--- src/rtl/pwm_pkg.sv ---
// Shared types and step/clamp arithmetic for the PWM fade ramp.
// Latency: n/a (package). Backpressure: n/a.
// Build option PWM_FADE_GAMMA_EN selects the square-law duty curve in pwm_fade_gamma.
package pwm_pkg;

    typedef enum logic [1:0] {
        ST_IDLE = 2'd0,
        ST_UP   = 2'd1,
        ST_DOWN = 2'd2
    } state_t;

    localparam int PWM_BITS_DEFAULT = 12;

    // One ramp step toward tgt, saturating at tgt. In the down direction cur > tgt holds,
    // so cur - tgt cannot borrow.
    function automatic logic [31:0] ramp_clamp(input logic [31:0] cur,
                                               input logic [31:0] step,
                                               input logic [31:0] tgt,
                                               input logic        up);
        logic [32:0] sum;
        logic [31:0] res;
        sum = {1'b0, cur} + {1'b0, step};
        if (up)
            res = (sum >= {1'b0, tgt}) ? tgt : sum[31:0];
        else
            res = (step >= cur - tgt) ? tgt : cur - step;
        return res;
    endfunction

endpackage

--- src/rtl/pwm_fade_gamma.sv ---
// Maps the ramp value onto the compare curve: square-law with PWM_FADE_GAMMA_EN, else linear.
// Latency: 1 cycle (registered pipe). Backpressure: none, updates every cycle.
// Build option PWM_FADE_GAMMA_EN selects the multiplier path.
module pwm_fade_gamma
    import pwm_pkg::*;
#(
    parameter int pwm_bits = PWM_BITS_DEFAULT
) (
    input  logic                clk,
    input  logic                rst,
    input  logic [pwm_bits-1:0] cur,
    output logic [pwm_bits-1:0] pipe
);

    logic [pwm_bits-1:0] curve;

`ifdef PWM_FADE_GAMMA_EN
    logic [2*pwm_bits-1:0] cur_w;
    logic [2*pwm_bits-1:0] prod;

    // cur+1 is formed at double width so all-ones maps exactly onto all-ones.
    assign cur_w = {{pwm_bits{1'b0}}, cur};
    assign prod  = cur_w * (cur_w + (2*pwm_bits)'(1));
    assign curve = pwm_bits'(prod >> pwm_bits);
`else
    assign curve = cur;
`endif

    always_ff @(posedge clk) begin
        if (rst)
            pipe <= '0;
        else
            pipe <= curve;
    end

endmodule

--- src/rtl/pwm_fade_ramp.sv ---
// Ramps duty toward accepted targets at a prescaled tick; duty_out reloads only at period_end.
// Latency: cur -> pipe 1 clk, pipe -> duty_out at next period_end; done 1 clk after final tick.
// Backpressure: tgt_ready = !busy; requests during a ramp are ignored. Option PWM_FADE_GAMMA_EN.
module pwm_fade_ramp
    import pwm_pkg::*;
#(
    parameter int pwm_bits     = PWM_BITS_DEFAULT,
    parameter int step_bits    = 4,
    parameter int prescale_div = 256
) (
    input  logic                 clk_inc,
    input  logic                 rst,
    input  logic                 tgt_valid,
    output logic                 tgt_ready,
    input  logic [pwm_bits-1:0]  tgt_duty,
    input  logic [step_bits-1:0] tgt_step,
    input  logic                 period_end,
    output logic [pwm_bits-1:0]  duty_out,
    output logic                 busy,
    output logic                 done
);

    localparam int PS_W = (prescale_div > 1) ? $clog2(prescale_div) : 1;
    localparam logic [PS_W-1:0] PS_LAST = PS_W'(prescale_div - 1);

    state_t               state;
    logic [pwm_bits-1:0]  cur;
    logic [pwm_bits-1:0]  target;
    logic [step_bits-1:0] step;
    logic [PS_W-1:0]      ps;
    logic [pwm_bits-1:0]  nxt;
    logic [pwm_bits-1:0]  pipe;

    assign tgt_ready = !busy;
    assign nxt = pwm_bits'(ramp_clamp(32'(cur), 32'(step), 32'(target), state == ST_UP));

    always_ff @(posedge clk_inc) begin
        if (rst) begin
            state  <= ST_IDLE;
            cur    <= '0;
            target <= '0;
            step   <= '0;
            ps     <= '0;
            busy   <= 1'b0;
            done   <= 1'b0;
        end else begin
            done <= 1'b0;
            case (state)
                ST_IDLE: begin
                    if (tgt_valid) begin
                        target <= tgt_duty;
                        step   <= (tgt_step == '0) ? step_bits'(1) : tgt_step;
                        ps     <= '0;
                        if (tgt_duty > cur) begin
                            state <= ST_UP;
                            busy  <= 1'b1;
                        end else if (tgt_duty < cur) begin
                            state <= ST_DOWN;
                            busy  <= 1'b1;
                        end else begin
                            done <= 1'b1;
                        end
                    end
                end
                ST_UP, ST_DOWN: begin
                    if (ps == PS_LAST) begin
                        ps  <= '0;
                        cur <= nxt;
                        if (nxt == target) begin
                            state <= ST_IDLE;
                            busy  <= 1'b0;
                            done  <= 1'b1;
                        end
                    end else begin
                        ps <= ps + 1'b1;
                    end
                end
                default: begin
                    state <= ST_IDLE;
                    busy  <= 1'b0;
                end
            endcase
        end
    end

    pwm_fade_gamma #(
        .pwm_bits(pwm_bits)
    ) u_gamma (
        .clk (clk_inc),
        .rst (rst),
        .cur (cur),
        .pipe(pipe)
    );

    // Shadow register: the comparator only ever sees whole-period duty values.
    always_ff @(posedge clk_inc) begin
        if (rst)
            duty_out <= '0;
        else if (period_end)
            duty_out <= pipe;
    end

endmodule

--- config.mk ---
export PLATFORM = sky130hd
export DESIGN_NAME = pwm_fade_ramp
export DESIGN_NICKNAME = d
export VERILOG_FILES = /design/src/rtl/pwm_pkg.sv /design/src/rtl/pwm_fade_gamma.sv /design/src/rtl/pwm_fade_ramp.sv
export SDC_FILE = /design/constraint.sdc
export NUM_CORES = 1
export LEC_CHECK = 0
export BUFFER_PORTS_ARGS = -buffer_cell sky130_fd_sc_hd__clkbuf_2
export CORE_UTILIZATION = 41
export CTS_CLUSTER_SIZE = 30
export DETAILED_ROUTE_END_ITERATION = 10
export PLACE_DENSITY_LB_ADDON = 0.2
export SYNTH_ARGS = -nofsm -noshare
export SYNTH_HDL_FRONTEND = slang
export SYNTH_SLANG_ARGS = --single-unit
--- constraint.sdc ---
create_clock -name clk_inc -period 9.9 [get_ports clk_inc]
set_input_delay 1.98 -clock clk_inc [delete_from_list [all_inputs] [get_ports clk_inc]]
set_output_delay 1.98 -clock clk_inc [all_outputs]
set_load 0.02 [all_outputs]
==> results of run 1 <==
layout make-up:
| cell class | count | area share (%) |
|---|---|---|
| timing repair buffer | 37 | 3.41 |
| multi-input combinational | 499 | 61.7 |
| clock buffer | 9 | 3.99 |
| antenna | 1 | 0.0443 |
| tap | 147 | 3.26 |
| clock inverter | 7 | 1.71 |
| inverter | 48 | 3.19 |
| sequential | 64 | 22.7 |
tightest hold or removal path, stage by stage, from the launching register on:
cell	delay, ps
dfxtp_1	300
mux2i_1	60
nor2_1	80
registers in the layout, indices dropped and copies added (netlist names):
| name | cells |
|---|---|
| busy | 1 |
| cur | 12 |
| done | 1 |
| duty_out | 12 |
| ps | 8 |
| state | 2 |
| step | 4 |
| target | 12 |
| u_gamma.pipe | 12 |
routing by layer:
layer	up-vias	global-route usage, %	share of wire (%)
met4	0	9.74	3.1
met5	-	0	0
met3	36	5.68	6.2
li1	2347	-	-
met1	2248	32.4	46
met2	160	39.1	45
stage by stage:
step | hold WS (ps) | instances | power (W) | area, um2
3_3_place_gp | 452 | 795 | 0.000780 | 5330
3_5_place_dp | 462 | 795 | 0.000786 | 5330
5_1_grt | 495 | 811 | 0.00121 | 5650
2_1_floorplan | 440 | 640 | 0.000661 | 5070
6_report | 464 | 812 | 0.00114 | 5650
4_1_cts | 470 | 811 | 0.00113 | 5650
cell usage after synthesis (5+ instances only):
master	count	share of area, %
o21ai_0	18	1.8
o221ai_1	5	0.86
o2111ai_1	6	1.0
xor2_1	11	1.9
dfxtp_1	64	25
xnor2_1	28	4.8
mux2i_1	18	3.6
o211ai_1	7	1.0
nor3_1	12	1.2
nand2b_1	12	1.5
a21oi_1	53	5.2
nand4_1	6	0.74
nor2_1	56	4.1
a221oi_1	9	1.6
a211oi_1	9	1.3
o21a_1	8	1.2
inv_1	46	3.4
nand3_1	16	1.6
clkbuf_1	21	1.6
a21o_1	12	1.8
ha_1	52	13
nand2_1	76	5.6
buf_2	5	0.49
how the worst min path moves through the flow:
stage / end / slack [ps] / cells after the start
after global placement: duty_out[9] / 450 / 2
after floorplan: duty_out[0] / 440 / 2
after global routing: duty_out[2] / 500 / 2
after CTS: duty_out[10] / 470 / 2
final: duty_out[10] / 460 / 2
after detailed placement: duty_out[8] / 460 / 2
power breakdown:
group | internal (W) | switching [W]
combinational | 0.000188 | 0.000307
sequential | 0.000276 | 0.0000231
clock | 0.000221 | 0.000123
total | 0.000685 | 0.000453
cell families after synthesis:
logic type / after synthesis / synth area share [%]
adder cells (fa/ha/maj): 55 / 14.0
buffers and inverters: 77 / 5.97
multiplexers: 21 / 4.29
AND/OR/NAND/NOR: 208 / 19.0
flip-flops: 64 / 25.3
AO/OA/AOI/OAI: 176 / 24.7
XOR/XNOR: 39 / 6.74
cells in the final DEF (no fill, tap or decap), types with 4 or more instances in the layout:
cell type   n
nand2_1    76
dfxtp_1    64
nor2_1     56
a21oi_1    53
ha_1       52
inv_1      46
clkbuf_2   34
xnor2_1    28
o21ai_0    18
mux2i_1    18
nand3_1    16
nand2b_1   12
a21o_1     12
nor3_1     12
xor2_1     11
a221oi_1    9
a211oi_1    9
clkbuf_16   9
o21a_1      8
o211ai_1    7
o2111ai_1   6
nand4_1     6
o221ai_1    5
nor2b_1     4
or2_2       4
and2_1      4
or3_1       4
==> flow_summary.yaml, run 1 <==
setup_path:
  startpoint_type: "flip-flop"
  critPathLaunch: "cur[3]"
  r2r_cells: 16
  slowest_stage: "a21oi_1"
  cp_max_fo: 15
  critPathCaptureType: "flip-flop"
  worstPathCellList: "ha_1 -> nor2b_1 -> a21oi_1 -> nand3_1 -> xnor2_1 -> ha_1 -> a211o_1 -> a21oi_1 -> o2111ai_1 -> a211oi_1 -> buf_4 -> nand2_1 -> a211o_1 -> o221ai_1 -> a41oi_2 -> mux2_4"
  critPathBufInv: 1
  r2r-start: "cur[3]"
  worstSetupPathDepth: 16
  crit_path_end: "state[1]"
  critPathRequiredTime_ps: 10120
  max_stage_delay_ps: 640
  crit_arrival_ps: 5340
  r2r-end: "state[1]"
  ff2ff_setup_slack_ps: 4780
  crit_family: "compound AO/OA/AOI/OAI gates"
  worstSetupPathType: "reg -> reg"
grt:
  antenna_found_initial: 1
  grt-ovfl-total: 0
  grt_max_degree: 60
  grt.total_usage_pct: 24.7
  grt_pass1_wl_um: 24500
  grt_pass1_vias: 4607
logic_synthesis:
  yosys_warnings: 0
  synth_edf_count: 0
  syn_avg_cell_area_um2: 7.92
  ys_seq_area_share_pct: 25.3
  synth_nets: 715
  ys_types: 71
  ys_ff_latch: 64
  syn_area_um2: 5070
  syn_inst: 640
  synth_top_flop_cell: "dfxtp_1"
  async_flop_share_pct: 0
floorplanning:
  fp-row-count: 40
  fp.dieW_um: 113
  fp.coreArea_um2: 12000
  start_util_pct: 42.2
  ios: 35
  dieArea_um2: 12800
  die_h_um: 113
outcome:
  status: "completed"
layout:
  syn_to_final_growth_pct: 11.4
  post-route-util_pct: 47.0
  multi_input_area_um2: 3490
  fin_nets: 734
  drive_gt1_share_pct: 10.5
  regArea_um2: 1280
  n_fill_cell: 1197
timing:
  finalWorstSetupSlack_ps: 4780
  final_hold_viol_count: 0
  finalSetupTns_ps: 0
  fin_skew_ps: 12.0
  post-route-min-period_ps: 5120
  grt_setup_unrepaired: "false"
  tightest_slew_ps: 946
  slew_headroom_pct: 36.5
  min_period_over_period_pct: 51.8
  drv_slew: 0
  fmax_mhz: 195
  finalSetupViolCount: 0
clock_network:
  cts_resized: 0
  tritoncts: "built"
  clk_latency_ps: 340
  ctsHoldBuffers: 0
  cts_made_buffers: 9
  cts_htree_levels: 3
  clock_path_buffers: 2
  cts.clk_slew.worst_paths_ps: 60
  cts.sinks: 64
  clk_root_buffer_cell: "clkbuf_16"
  post-cts-setup-buffers: 0
placed_design:
  io_buffers: 34
  globalplace.congestion: 1.03
  place_hpwl_um: 11400
  post-place-ws_ps: 4920
pwr:
  irDropWorstVdd_uv: 121
  power.density_nw_per_um2: 201
  p_leak_nw: 2.35
route:
  initialDrtViolationCount: 272
  drt-pass1-iter-count: 5
  wl_per_cell_um: 18.5
  ant_nets: 0
  vias: 4791
  drc: 0
  viasPerCell: 5.90
  wl_um: 15100
worst_hold_path:
  hold_start: "u_gamma.pipe[10]"
  worstHoldPathType: "reg -> reg"
flow_run:
  drv_cap: 0
(Power assumes the default switching activity.)
==> run 2: changes to the inputs <==
==> constraint.sdc (replaced) <==
create_clock -name clk_inc -period 4.43 [get_ports clk_inc]
set_input_delay 0.886 -clock clk_inc [delete_from_list [all_inputs] [get_ports clk_inc]]
set_output_delay 0.886 -clock clk_inc [all_outputs]
set_load 0.02 [all_outputs]
==> run 2 against run 1 <==
Compared with the run above: non-clock buffer count rose by 30; setup slack worse by 4400 ps; combinational power increased by 130%; sequential power rose by 120%; first-iteration DRC count grew 7.7%; power is 120% higher; flip-flop and latch count stayed put; sequential share of layout area decreased by 1.0 points; cell count up 3.6%.
==> flow_summary.yaml, run 2 (synthesized netlist as in run 1, its figures left out) <==
route:
  initialDrtViolationCount: 293
  vias: 4812
  wl_per_cell_um: 17.5
  drt-pass1-iter-count: 5
  drc: 0
  wl_um: 14800
  ant_nets: 0
  viasPerCell: 5.72
timing:
  slew_headroom_pct: 38.9
  post-route-min-period_ps: 4090
  fmax_mhz: 244
  finalSetupTns_ps: 0
  final_hold_viol_count: 0
  grt_setup_unrepaired: "false"
  tightest_slew_ps: 913
  min_period_over_period_pct: 92.4
  finalSetupViolCount: 0
  drv_slew: 0
  fin_skew_ps: 7.01
placed_design:
  io_buffers: 34
  globalplace.congestion: 0.967
  place_hpwl_um: 11700
setup_path:
  crit_family: "compound AO/OA/AOI/OAI gates"
  slowest_stage: "dfxtp_1"
  worstSetupPathDepth: 18
  cp_max_fo: 9
  critPathCaptureType: "flip-flop"
  critPathRequiredTime_ps: 4650
  worstSetupPathType: "reg -> reg"
  ff2ff_setup_slack_ps: 340
  critPathLaunch: "step[2]"
  worstPathCellList: "inv_1 -> ha_1 -> nand2b_1 -> a21oi_2 -> buf_4 -> nand3_1 -> xnor2_1 -> ha_1 -> a211o_1 -> a21oi_1 -> o2111ai_1 -> a211oi_2 -> buf_4 -> o22ai_1 -> o31ai_2 -> a2111oi_4 -> a41oi_2 -> mux2_4"
  max_stage_delay_ps: 400
  r2r_cells: 18
  r2r-start: "step[2]"
  r2r-end: "state[1]"
  startpoint_type: "flip-flop"
  crit_arrival_ps: 4310
  critPathBufInv: 3
  crit_path_end: "state[1]"
clock_network:
  cts.sinks: 64
  clock_path_buffers: 2
  ctsHoldBuffers: 0
  tritoncts: "built"
  post-cts-setup-buffers: 0
  clk_latency_ps: 330
  clk_root_buffer_cell: "clkbuf_16"
  cts_resized: 0
  cts.clk_slew.worst_paths_ps: 60
  cts_made_buffers: 9
  cts_htree_levels: 3
grt:
  antenna_found_initial: 0
  grt_pass1_wl_um: 24100
  busiest_layer: "met2"
  globalRouteMet1Util_pct: 32.3
  grtUsageMet2_pct: 39.6
  grt_max_degree: 48
  grt-ovfl-total: 0
  grt.total_usage_pct: 24.0
  grt_pass1_vias: 4642
  grt.met3_usage_pct: 4.07
outcome:
  status: "completed"
pwr:
  irDropWorstVdd_uv: 318
  p_leak_nw: 2.51
  finalPower_w: 0.00249
  power.density_nw_per_um2: 421
layout:
  mostFrequentLayoutCell: "nand2_1"
  multi_input_area_um2: 3560
  fin_nets: 764
  syn_to_final_growth_pct: 16.7
  drive_gt1_share_pct: 15.9
  n_fill_cell: 1184
  regArea_um2: 1280
  final_cell_mix: "nand2_1 (76), dfxtp_1 (63), nor2_1 (56)"
  diodes: 0
floorplanning:
  start_util_pct: 42.2
  fp.dieW_um: 113
  ios: 35
  die_h_um: 113
  fp.coreArea_um2: 12000
  dieArea_um2: 12800
  fp-row-count: 40
worst_hold_path:
  worstHoldPathType: "reg -> reg"
flow_run:
  drv_cap: 0
[run 2: cell types whose count changed in the layout (fill, tap and decap cells not counted), moves of 2 or more]
cell / previous run / this run
xnor2_1: 28 / 26
inv_6: 0 / 2
bufinv_16: 2 / 0
clkbuf_8: 0 / 2
clkinv_4: 3 / 1
a21oi_2: 0 / 2
a21oi_1: 53 / 51
xnor2_2: 0 / 2
buf_4: 3 / 33
[run 2: how the worst min path moves through the flow]
stage	slack, ps	from	depth (start not counted)	end
floorplan	440	u_gamma.pipe[0]	2	duty_out[0]
global placement	450	u_gamma.pipe[9]	2	duty_out[9]
detailed placement	460	u_gamma.pipe[4]	2	duty_out[4]
CTS	470	u_gamma.pipe[4]	2	duty_out[4]
global route	480	u_gamma.pipe[2]	2	duty_out[2]
finish	470	u_gamma.pipe[10]	2	duty_out[10]
[run 2: metal layers]
layer	up-vias	routed length, um
li1	2404	-
met1	2271	7120
met2	121	6890
met3	16	533
met4	0	206
met5	-	0
[run 2: layout make-up]
cell class | instances | share of cell area (%)
Clock buffer | 11 | 4.27
Sequential cell | 64 | 21.7
Clock inverter | 5 | 0.655
Timing Repair Buffer | 67 | 7.06
Multi-Input combinational cell | 499 | 60.2
Tap cell | 147 | 3.11
Inverter | 48 | 3.04
[run 2: tightest hold or removal path: cells and delay by family (launching register included)]
kind             cells  cell delay, ps
and+or+nand+nor      1              70
muxes                1              60
DFF                  1             300
[run 2: per-stage QoR]
| stage | area (um2) | hold WS [ps] | utilization [%] | setup slack, ps | instances |
|---|---|---|---|---|---|
| after floorplan | 5080 | 440 | - | 117 | 640 |
| after global placement | 5560 | 449 | 46.3 | 242 | 825 |
| after detailed placement | 5560 | 461 | 46.3 | 116 | 825 |
| after CTS | 5850 | 474 | 48.7 | 88.9 | 841 |
| after global routing | 5920 | 480 | 49.3 | 18.7 | 841 |
| final | 5920 | 467 | 49.3 | 335 | 841 |
[run 2: where the power goes]
part           total (W)  internal [W]  switching, W
logic            0.00115      0.000468      0.000681
clock network   0.000677      0.000413      0.000264
registers       0.000668      0.000617     0.0000510
total            0.00249       0.00150      0.000996
==> run 3: changes to the inputs <==
--- a/config.mk
+++ b/config.mk
@@ -6,6 +6,7 @@
 export NUM_CORES = 1
 export LEC_CHECK = 0
 export BUFFER_PORTS_ARGS = -buffer_cell sky130_fd_sc_hd__clkbuf_2
+export CORE_ASPECT_RATIO = 1.25
 export CORE_UTILIZATION = 41
 export CTS_CLUSTER_SIZE = 30
 export DETAILED_ROUTE_END_ITERATION = 10
==> run 3 against run 2 <==
Compared with the run above: power up 7.4%; cell count up 2.0%; routed wire length up 7.3%.
==> flow_summary.yaml, run 3 (synthesized netlist as in run 1, its figures left out) <==
layout:
  final_cell_mix: "nand2_1 (76), dfxtp_1 (64), nor2_1 (56)"
  multi_input_area_um2: 3540
  fin_nets: 764
  drive_gt1_share_pct: 15.4
  post-route-util_pct: 49.4
  syn_to_final_growth_pct: 17.8
  mostFrequentLayoutCell: "nand2_1"
  n_fill_cell: 1212
  regArea_um2: 1280
  diodes: 0
  fin_area_um2: 5970
setup_path:
  crit_arrival_ps: 4370
  r2r-start: "cur[6]"
  slowest_stage: "dfxtp_1"
  critPathMostFrequentCell: "a211o_1"
  critPathCaptureType: "flip-flop"
  r2r_cells: 15
  worstSetupPathType: "reg -> reg"
  ff2ff_setup_slack_ps: 290
  critPathLaunch: "cur[6]"
  startpoint_type: "flip-flop"
  worstPathCellList: "nand3_1 -> nor2_1 -> nand3_2 -> xnor2_2 -> ha_1 -> a211o_1 -> a21oi_1 -> o2111ai_1 -> a211oi_2 -> buf_4 -> nand2_1 -> a211o_1 -> o221ai_1 -> a41oi_2 -> mux2_4"
  max_stage_delay_ps: 540
  critPathRequiredTime_ps: 4660
  cp_max_fo: 7
  r2r-end: "state[1]"
floorplanning:
  ios: 35
  fp-row-count: 45
  dieArea_um2: 12800
  die_h_um: 126
  fp.dieW_um: 101
  start_util_pct: 41.9
  fp.coreArea_um2: 12100
clock_network:
  cts_made_buffers: 9
  cts_resized: 0
  cts.clk_slew.worst_paths_ps: 60
  cts_htree_levels: 3
  clk_root_buffer_cell: "clkbuf_16"
  cts.sinks: 64
  tritoncts: "built"
  clk_latency_ps: 340
  clock_path_buffers: 2
  ctsHoldBuffers: 0
  post-cts-setup-buffers: 0
timing:
  min_period_over_period_pct: 93.4
  fmax_mhz: 242
  drv_slew: 0
  finalSetupViolCount: 0
  post-route-min-period_ps: 4140
  fin_skew_ps: 5.99
  final_hold_viol_count: 0
  finalWorstSetupSlack_ps: 295
  grt_setup_unrepaired: "false"
  tightest_slew_ps: 828
  slew_headroom_pct: 44.6
  finalSetupTns_ps: 0
pwr:
  power.density_nw_per_um2: 448
  irDropWorstVdd_uv: 330
  finalPower_w: 0.00268
  p_leak_nw: 2.53
worst_hold_path:
  worstHoldPathCells: 2
  hold_start: "u_gamma.pipe[7]"
  min_to: "duty_out[7]"
  worstHoldPathType: "reg -> reg"
grt:
  grt-ovfl-total: 0
  grt_max_degree: 43
  grt_pass1_vias: 4883
  antenna_found_initial: 0
  grt_pass1_wl_um: 25700
  grt.total_usage_pct: 26.1
placed_design:
  placement.cell_area_um2: 5580
  io_buffers: 34
  globalplace.congestion: 1.01
  post-place-ws_ps: 221
  place_hpwl_um: 12400
route:
  drt-pass1-iter-count: 5
  vias: 4944
  wl_per_cell_um: 18.5
  wl_um: 15800
  drc: 0
  initialDrtViolationCount: 362
  ant_nets: 0
  viasPerCell: 5.76
flow_run:
  drv_cap: 0
outcome:
  status: "completed"
run 3: layer usage:
layer | vias up | GRT usage [%] | part of all wire [%]
li1 | 2386 | - | -
met1 | 2336 | 32.3 | 42
met2 | 166 | 43.4 | 48
met3 | 56 | 4.90 | 5.4
met4 | 0 | 12.1 | 3.9
met5 | - | 0 | 0
run 3: worst max-delay path by stage:
stage	end	slack, ps	cells past startpoint
finish	state[1]	290	15
global route	state[1]	30	17
CTS	state[1]	210	17
detailed placement	state[1]	220	17
global placement	cur[7]	250	16
floorplan	state[1]	120	17
run 3: power by group:
group / internal (W) / switching (W)
registers: 0.000617 / 0.0000498
logic: 0.000464 / 0.000698
clock network: 0.000557 / 0.000291
run 3: area by class of cell:
class                      count  area share [%]
tap                          164            3.43
timing repair buffer          67            6.99
clock buffer                   9            3.77
multi-input combinational    499            59.2
inverter                      48            3.02
clock inverter                 7            2.14
sequential                    64            21.4
run 3: per-stage QoR:
stage	instances	hold slack, ps
4_1_cts	858	475
5_1_grt	858	501
3_5_place_dp	842	461
2_1_floorplan	640	440
6_report	858	467
3_3_place_gp	842	450
run 3: worst max-delay path: cells and delay by family (launching register included):
| kind | cells | cell delay [ps] |
|---|---|---|
| multiplexers | 1 | 320 |
| XOR/XNOR | 1 | 190 |
| buffers and inverters | 1 | 180 |
| AND/OR/NAND/NOR | 4 | 890 |
| flip-flops | 1 | 540 |
| AO/OA/AOI/OAI | 7 | 1600 |
| adder cells (fa/ha/maj) | 1 | 320 |
